===== config.mk =====
export PLATFORM = sky130hd
export DESIGN_NAME = uart_tx_queue
export DESIGN_NICKNAME = d
export VERILOG_FILES = /design/src/rtl/uart_tx_queue.sv
export SDC_FILE = /design/constraint.sdc
export NUM_CORES = 1
export LEC_CHECK = 0
export BUFFER_PORTS_ARGS = -buffer_cell sky130_fd_sc_hd__buf_2
export CAP_MARGIN = 20
export CORE_MARGIN = 3
export CORE_UTILIZATION = 50
export DETAILED_ROUTE_END_ITERATION = 10
export PLACE_DENSITY = 0.67
export SYNTH_ARGS = -nofsm -noshare
export SYNTH_HDL_FRONTEND = slang
export SYNTH_SLANG_ARGS = --single-unit
export TNS_END_PERCENT = 20

===== constraint.sdc =====
create_clock -name clk -period 7.56 [get_ports clk]
set_clock_uncertainty 0.2 [all_clocks]
set_input_delay 0.378 -clock clk [delete_from_list [all_inputs] [get_ports clk]]
set_output_delay 0.378 -clock clk [all_outputs]
set_load 0.1 [all_outputs]

===== src/rtl/uart_tx_queue.sv =====
`default_nettype none
// ============================================================================
// Module   : uart_tx_queue
// Brief    : Byte FIFO in front of a UART transmitter. An IDLE/ISSUE/BUSY/DRAIN
//            FSM hands one byte at a time to the transmitter using tx_done.
//            Define UART_TX_QUEUE_CTS_EN to add cts_n flow control on issue.
// Revision : 1.0 - initial release
// ============================================================================
module uart_tx_queue #(
    parameter int DEPTH        = 16,
    parameter int BUSY_TIMEOUT = 4
) (
    input  logic                     clk,
    input  logic                     rst,
    input  logic                     wr_en,
    input  logic [7:0]               wr_data,
    output logic                     full,
    output logic                     empty,
    output logic [$clog2(DEPTH):0]   level,
    output logic                     ovf,
    input  logic                     ovf_clr,
    output logic                     tx_valid,
    output logic [7:0]               tx_data,
    input  logic                     tx_done
`ifdef UART_TX_QUEUE_CTS_EN
    ,
    input  logic                     cts_n
`endif
);

    localparam int c_aw = $clog2(DEPTH);
    localparam int c_tw = (BUSY_TIMEOUT > 1) ? $clog2(BUSY_TIMEOUT) : 1;

    localparam logic [c_aw:0]   c_full_lvl  = (c_aw + 1)'(DEPTH);
    localparam logic [c_tw-1:0] c_busy_last = c_tw'(BUSY_TIMEOUT - 1);

    localparam logic [1:0] c_st_idle  = 2'd0;
    localparam logic [1:0] c_st_issue = 2'd1;
    localparam logic [1:0] c_st_busy  = 2'd2;
    localparam logic [1:0] c_st_drain = 2'd3;

    logic [7:0]      r_mem [DEPTH];
    logic [c_aw-1:0] r_wr_ptr;
    logic [c_aw-1:0] r_rd_ptr;
    logic [c_aw:0]   r_level;
    logic            r_ovf;
    logic            r_tx_valid;
    logic [7:0]      r_tx_data;
    logic [1:0]      r_state;
    logic [1:0]      w_state_nxt;
    logic [c_tw-1:0] r_busy_cnt;
    logic [c_tw-1:0] w_busy_cnt_nxt;
    logic            w_push;
    logic            w_pop;
    logic            w_ovf_set;
    logic            w_load_tx;
    logic            w_cts_ok;

`ifdef UART_TX_QUEUE_CTS_EN
    assign w_cts_ok = ~cts_n;
`else
    assign w_cts_ok = 1'b1;
`endif

    assign full      = (r_level == c_full_lvl);
    assign empty     = (r_level == '0);
    assign level     = r_level;
    assign ovf       = r_ovf;
    assign tx_valid  = r_tx_valid;
    assign tx_data   = r_tx_data;

    // Full is judged on pre-edge state, so a write alongside a pop while full is still dropped.
    assign w_push    = wr_en & ~full;
    assign w_ovf_set = wr_en & full;

    // ------------------------------------------------------------------------
    // Issue FSM: state register
    // ------------------------------------------------------------------------
    always_ff @(posedge clk) begin
        if (!rst) begin
            r_state <= c_st_idle;
        end else begin
            r_state <= w_state_nxt;
        end
    end

    // ------------------------------------------------------------------------
    // Issue FSM: next-state logic
    // ------------------------------------------------------------------------
    always_comb begin
        w_state_nxt = r_state;
        case (r_state)
            c_st_idle: begin
                if (!empty && tx_done && w_cts_ok) begin
                    w_state_nxt = c_st_issue;
                end
            end
            c_st_issue: begin
                w_state_nxt = c_st_busy;
            end
            c_st_busy: begin
                if (!tx_done || (r_busy_cnt == c_busy_last)) begin
                    w_state_nxt = c_st_drain;
                end
            end
            c_st_drain: begin
                if (tx_done) begin
                    w_state_nxt = c_st_idle;
                end
            end
            default: begin
                w_state_nxt = c_st_idle;
            end
        endcase
    end

    // ------------------------------------------------------------------------
    // Issue FSM: outputs (registered below so tx_valid coincides with ISSUE)
    // ------------------------------------------------------------------------
    always_comb begin
        w_pop          = 1'b0;
        w_load_tx      = 1'b0;
        w_busy_cnt_nxt = '0;
        if (r_state == c_st_issue) begin
            w_pop = 1'b1;
        end
        if ((r_state != c_st_issue) && (w_state_nxt == c_st_issue)) begin
            w_load_tx = 1'b1;
        end
        if (r_state == c_st_busy) begin
            w_busy_cnt_nxt = r_busy_cnt + c_tw'(1);
        end
    end

    // ------------------------------------------------------------------------
    // FIFO bookkeeping, overflow flag and transmitter-side registers
    // ------------------------------------------------------------------------
    always_ff @(posedge clk) begin
        if (!rst) begin
            r_wr_ptr   <= '0;
            r_rd_ptr   <= '0;
            r_level    <= '0;
            r_ovf      <= 1'b0;
            r_tx_valid <= 1'b0;
            r_tx_data  <= 8'h00;
            r_busy_cnt <= '0;
        end else begin
            if (w_push) begin
                r_wr_ptr <= r_wr_ptr + c_aw'(1);
            end
            if (w_pop) begin
                r_rd_ptr <= r_rd_ptr + c_aw'(1);
            end
            case ({w_push, w_pop})
                2'b10:   r_level <= r_level + (c_aw + 1)'(1);
                2'b01:   r_level <= r_level - (c_aw + 1)'(1);
                default: r_level <= r_level;
            endcase
            if (w_ovf_set) begin
                r_ovf <= 1'b1;
            end else if (ovf_clr) begin
                r_ovf <= 1'b0;
            end
            r_tx_valid <= w_load_tx;
            if (w_load_tx) begin
                r_tx_data <= r_mem[r_rd_ptr];
            end
            r_busy_cnt <= w_busy_cnt_nxt;
        end
    end

    // Storage is not reset; pointers and level alone define what is valid.
    always_ff @(posedge clk) begin
        if (rst && w_push) begin
            r_mem[r_wr_ptr] <= wr_data;
        end
    end

endmodule
`default_nettype wire


==> metrics.txt <==
# TYPE chip_impl_metric gauge
chip_impl_info{name="clock_root_buffer",value="sky130_fd_sc_hd__clkbuf_16"} 1
chip_impl_info{name="clock_tree_from_tritoncts",value="done"} 1
chip_impl_info{name="slowest_stage",value="sky130_fd_sc_hd__dfxtp_1"} 1
chip_impl_info{name="worstPathCellList",value="nor4_4 > a21boi_2 > inv_1 > ha_1 > xor2_1 > ha_1 > a211o_1 > nand2_1 > nand3b_1 > a31oi_1 > mux2i_1"} 1
chip_impl_info{name="worstSetupStartpoint",value="level[1]"} 1
chip_impl_metric{name="port-buffer-count",unit=""} 29
chip_impl_metric{name="relSlewSlack",unit=""} 0.367
chip_impl_metric{name="netlist_area",unit="um2"} 6240
chip_impl_metric{name="ir_drop",unit="mV"} 0.294
chip_impl_metric{name="post_synth.cell_area_avg",unit="um2"} 17.9
chip_impl_metric{name="p_sw_frac",unit=""} 0.324
chip_impl_info{name="source_of_the_worst_hold_timing_path",value="wr_en"} 1
chip_impl_metric{name="internal-power",unit="W"} 0.00152
chip_impl_metric{name="timing_worst_slew_pin_value",unit="ns"} 0.947
chip_impl_metric{name="power_per_cell_area",unit="nW/um2"} 320
chip_impl_metric{name="synthDistinctLibCells",unit=""} 43
chip_impl_metric{name="synth-edff-count",unit=""} 128
chip_impl_info{name="status",value="finished clean"} 1
chip_impl_info{name="yosys_most_used_dff",value="sky130_fd_sc_hd__edfxtp_1"} 1
chip_impl_metric{name="pwr-share-clk",unit=""} 0.320
chip_impl_metric{name="layout_worst_path_cycle_share",unit=""} 0.387
chip_impl_metric{name="postLayoutCoreUtil",unit=""} 0.581
chip_impl_metric{name="synth_nets",unit=""} 372
chip_impl_info{name="unrepaired_setup_endpoints_after_global_routing",value="false"} 1
chip_impl_metric{name="grt_first_pass_wirelength",unit="um"} 18000
chip_impl_metric{name="post_cts_setup_repair_buffer_count",unit=""} 0
chip_impl_metric{name="num_rows",unit=""} 40
chip_impl_metric{name="diodes",unit=""} 0
chip_impl_metric{name="synth_seq_area_share",unit=""} 0.702
chip_impl_metric{name="wl_per_cell",unit="um"} 20.1
chip_impl_metric{name="post-route-min-period",unit="ns"} 2.93
chip_impl_metric{name="die_h",unit="um"} 118
chip_impl_info{name="critical-path-top-cell-by-count",value="sky130_fd_sc_hd__ha_1"} 1
chip_impl_metric{name="floorplan.die_area",unit="um2"} 13900
chip_impl_metric{name="power_frac_seq",unit=""} 0.448
chip_impl_metric{name="synth-async-reset-ratio",unit=""} 0
chip_impl_metric{name="max_freq",unit="GHz"} 0.342
chip_impl_metric{name="ctsLongestPathBuffers",unit=""} 2
chip_impl_metric{name="antenna_violations_before_repair",unit=""} 0
chip_impl_info{name="layout.cells.most_common_list",value="sky130_fd_sc_hd__edfxtp_1, sky130_fd_sc_hd__mux4_2, sky130_fd_sc_hd__buf_2"} 1
chip_impl_metric{name="grt_remaining_overflow",unit=""} 0
chip_impl_metric{name="via_count",unit=""} 3125
chip_impl_info{name="layout_commonest_cell",value="sky130_fd_sc_hd__edfxtp_1"} 1
chip_impl_metric{name="combinationalPowerShare",unit=""} 0.233
chip_impl_metric{name="drt-total-wl",unit="um"} 11300
chip_impl_metric{name="grt_pass1_vias",unit=""} 3205
chip_impl_metric{name="design.portCount",unit=""} 30
chip_impl_info{name="r2r_start",value="level[1]"} 1
chip_impl_metric{name="cts.repair.resized",unit=""} 0
chip_impl_metric{name="drcViolationCount",unit=""} 0
chip_impl_metric{name="final-setup-viol-count",unit=""} 0
chip_impl_metric{name="holdBufCountCts",unit=""} 1
chip_impl_metric{name="area_delta_synth_final",unit="%"} 12.7
chip_impl_metric{name="place_hpwl",unit="um"} 6940
chip_impl_metric{name="critPathMaxStageDelay",unit="ns"} 0.52
chip_impl_info{name="critPathCaptureType",value="register"} 1
chip_impl_metric{name="critPathMaxFanout",unit=""} 10
chip_impl_metric{name="synth-warning-count",unit=""} 0
chip_impl_metric{name="layout_cell_share_with_drive_strength_beyond_1",unit=""} 0.243
chip_impl_metric{name="worst_path_clk_slew",unit="ns"} 0.06
chip_impl_metric{name="clock_tree.htree_level_count",unit=""} 4
chip_impl_metric{name="drtIter0Drc",unit=""} 204
chip_impl_info{name="timing.critical_path.from_type",value="register"} 1
chip_impl_metric{name="netSwitchingPower",unit="W"} 0.000728
chip_impl_metric{name="tritoncts_num_sinks",unit=""} 155
chip_impl_metric{name="critPathBufInv",unit=""} 1
chip_impl_info{name="cell_family_contributing_the_most_delay_on_the_critical_path",value="compound AO/OA/AOI/OAI gates"} 1
chip_impl_metric{name="final_net_count",unit=""} 405
chip_impl_metric{name="routabilityCongestion",unit=""} 0.772
chip_impl_metric{name="start_util",unit=""} 0.515
chip_impl_metric{name="grt_usage",unit=""} 0.175
chip_impl_metric{name="clkLatencyLatePin",unit="ns"} 0.41
chip_impl_metric{name="leakagePower",unit="nW"} 2.31
chip_impl_metric{name="post_synth_inst_count",unit=""} 349
chip_impl_info{name="holdCritPathClass",value="input pin to register"} 1
chip_impl_metric{name="final_total_negative_setup_slack",unit="ns"} 0
chip_impl_metric{name="core_area",unit="um2"} 12100
chip_impl_metric{name="hold_viol",unit=""} 0
chip_impl_metric{name="cp.required",unit="ns"} 7.70
chip_impl_metric{name="drt_first_pass_iters",unit=""} 4
chip_impl_metric{name="floorplan.die.width",unit="um"} 118
chip_impl_metric{name="tritoncts.num_buffers",unit=""} 17
chip_impl_metric{name="cap_viol_max_count",unit=""} 0
chip_impl_metric{name="postSynthRegisterBits",unit=""} 155
chip_impl_metric{name="route.detailed.vias_per_inst",unit=""} 5.55
chip_impl_metric{name="ant_nets",unit=""} 0
chip_impl_metric{name="critical_path_arrival",unit="ns"} 3.06
chip_impl_metric{name="grt_start_max_net_pins",unit=""} 37
chip_impl_info{name="classification_of_the_worst_setup_path",value="register to register"} 1
chip_impl_metric{name="drv_slew",unit=""} 0
## cell type report
cell class                 count  area, um2
tap                          168        210
clock inverter                 9       50.0
multi-input combinational    171       1750
inverter                       4       15.0
clock buffer                  23        448
sequential                   155       4390
timing repair buffer          33        178
fill                         958       5070
## through the flow
step	power (W)	setup WS (ns)	hold WS [ns]	cell area [um2]	instances
after floorplan	0.00146	4.06	0.206	6240	349
final	0.00225	4.63	0.0426	7040	563
after global routing	0.00234	4.39	0.0258	7040	563
after CTS	0.00228	4.62	0.0259	7040	563
after global placement	0.00155	4.76	0.221	6530	530
after detailed placement	0.00155	4.64	0.226	6530	530
## worst min-delay path, cell delays in order
cell and delay (ns):
sky130_fd_sc_hd__buf_2 0.09, sky130_fd_sc_hd__a21oi_1 0.06, sky130_fd_sc_hd__nor2b_1 0.09
## cells by family after synthesis
logic type | share of synthesized area
flip-flops | 0.702
XOR/XNOR | 0.0126
AND/OR/NAND/NOR | 0.0719
adder cells (fa/ha/maj) | 0.0200
buffers and inverters | 0.0174
multiplexers | 0.146
AO/OA/AOI/OAI | 0.0297
## flip-flops by register name, indices dropped and copies added (netlist names)
name and count:
r_mem 128, tx_data 8, level 5, r_rd_ptr 4, r_wr_ptr 4, r_busy_cnt 2, r_state 2, ovf 1
tx_valid 1
## per-layer routing
layer	global-route usage	vias to the layer above	routed length, um
met5	0	-	0
met4	0.0762	0	215
met3	0.0471	10	649
met2	0.264	97	5590
met1	0.243	1568	4840
li1	-	1450	-
## synthesized netlist by cell type, types with 2 or more instances
master | instances | area, um2
sky130_fd_sc_hd__a21oi_1 | 5 | 25.0
sky130_fd_sc_hd__nand3b_1 | 4 | 30.0
sky130_fd_sc_hd__edfxtp_1 | 128 | 3840
sky130_fd_sc_hd__clkbuf_1 | 5 | 18.8
sky130_fd_sc_hd__buf_2 | 12 | 60.1
sky130_fd_sc_hd__o21ai_0 | 6 | 30.0
sky130_fd_sc_hd__dfxtp_1 | 27 | 541
sky130_fd_sc_hd__nand3_1 | 11 | 55.1
sky130_fd_sc_hd__a31oi_1 | 2 | 12.5
sky130_fd_sc_hd__mux2i_1 | 18 | 180
sky130_fd_sc_hd__nor2_1 | 19 | 71.3
sky130_fd_sc_hd__nand4_1 | 2 | 12.5
sky130_fd_sc_hd__nand2_1 | 9 | 33.8
sky130_fd_sc_hd__inv_1 | 4 | 15.0
sky130_fd_sc_hd__and2_1 | 9 | 56.3
sky130_fd_sc_hd__xor2_1 | 3 | 26.3
sky130_fd_sc_hd__mux4_2 | 32 | 721
sky130_fd_sc_hd__o221ai_1 | 7 | 61.3
sky130_fd_sc_hd__nor2b_1 | 6 | 37.5
sky130_fd_sc_hd__xnor2_1 | 6 | 52.6
sky130_fd_sc_hd__ha_1 | 10 | 125
sky130_fd_sc_hd__nand2b_1 | 3 | 18.8
## worst paths after layout
path | slack (ns) | depth (start not counted) | to
setup / recovery | 4.63 | 11 | level[4]
hold / removal | 0.04 | 3 | ovf
setup reg to reg | 4.63 | 11 | level[4]
hold reg to reg | 0.23 | 1 | r_busy_cnt[0]
## power by group through the flow
stage	registers (W)	logic, W	clock network, W
finish	0.00101	0.000523	0.000719
global route	0.00101	0.000556	0.000776
CTS	0.00101	0.000530	0.000737
detailed placement	0.00103	0.000529	0
global placement	0.00102	0.000524	0
floorplan	0.00120	0.000268	0
Note: power is estimated with default switching activity, not from simulation.
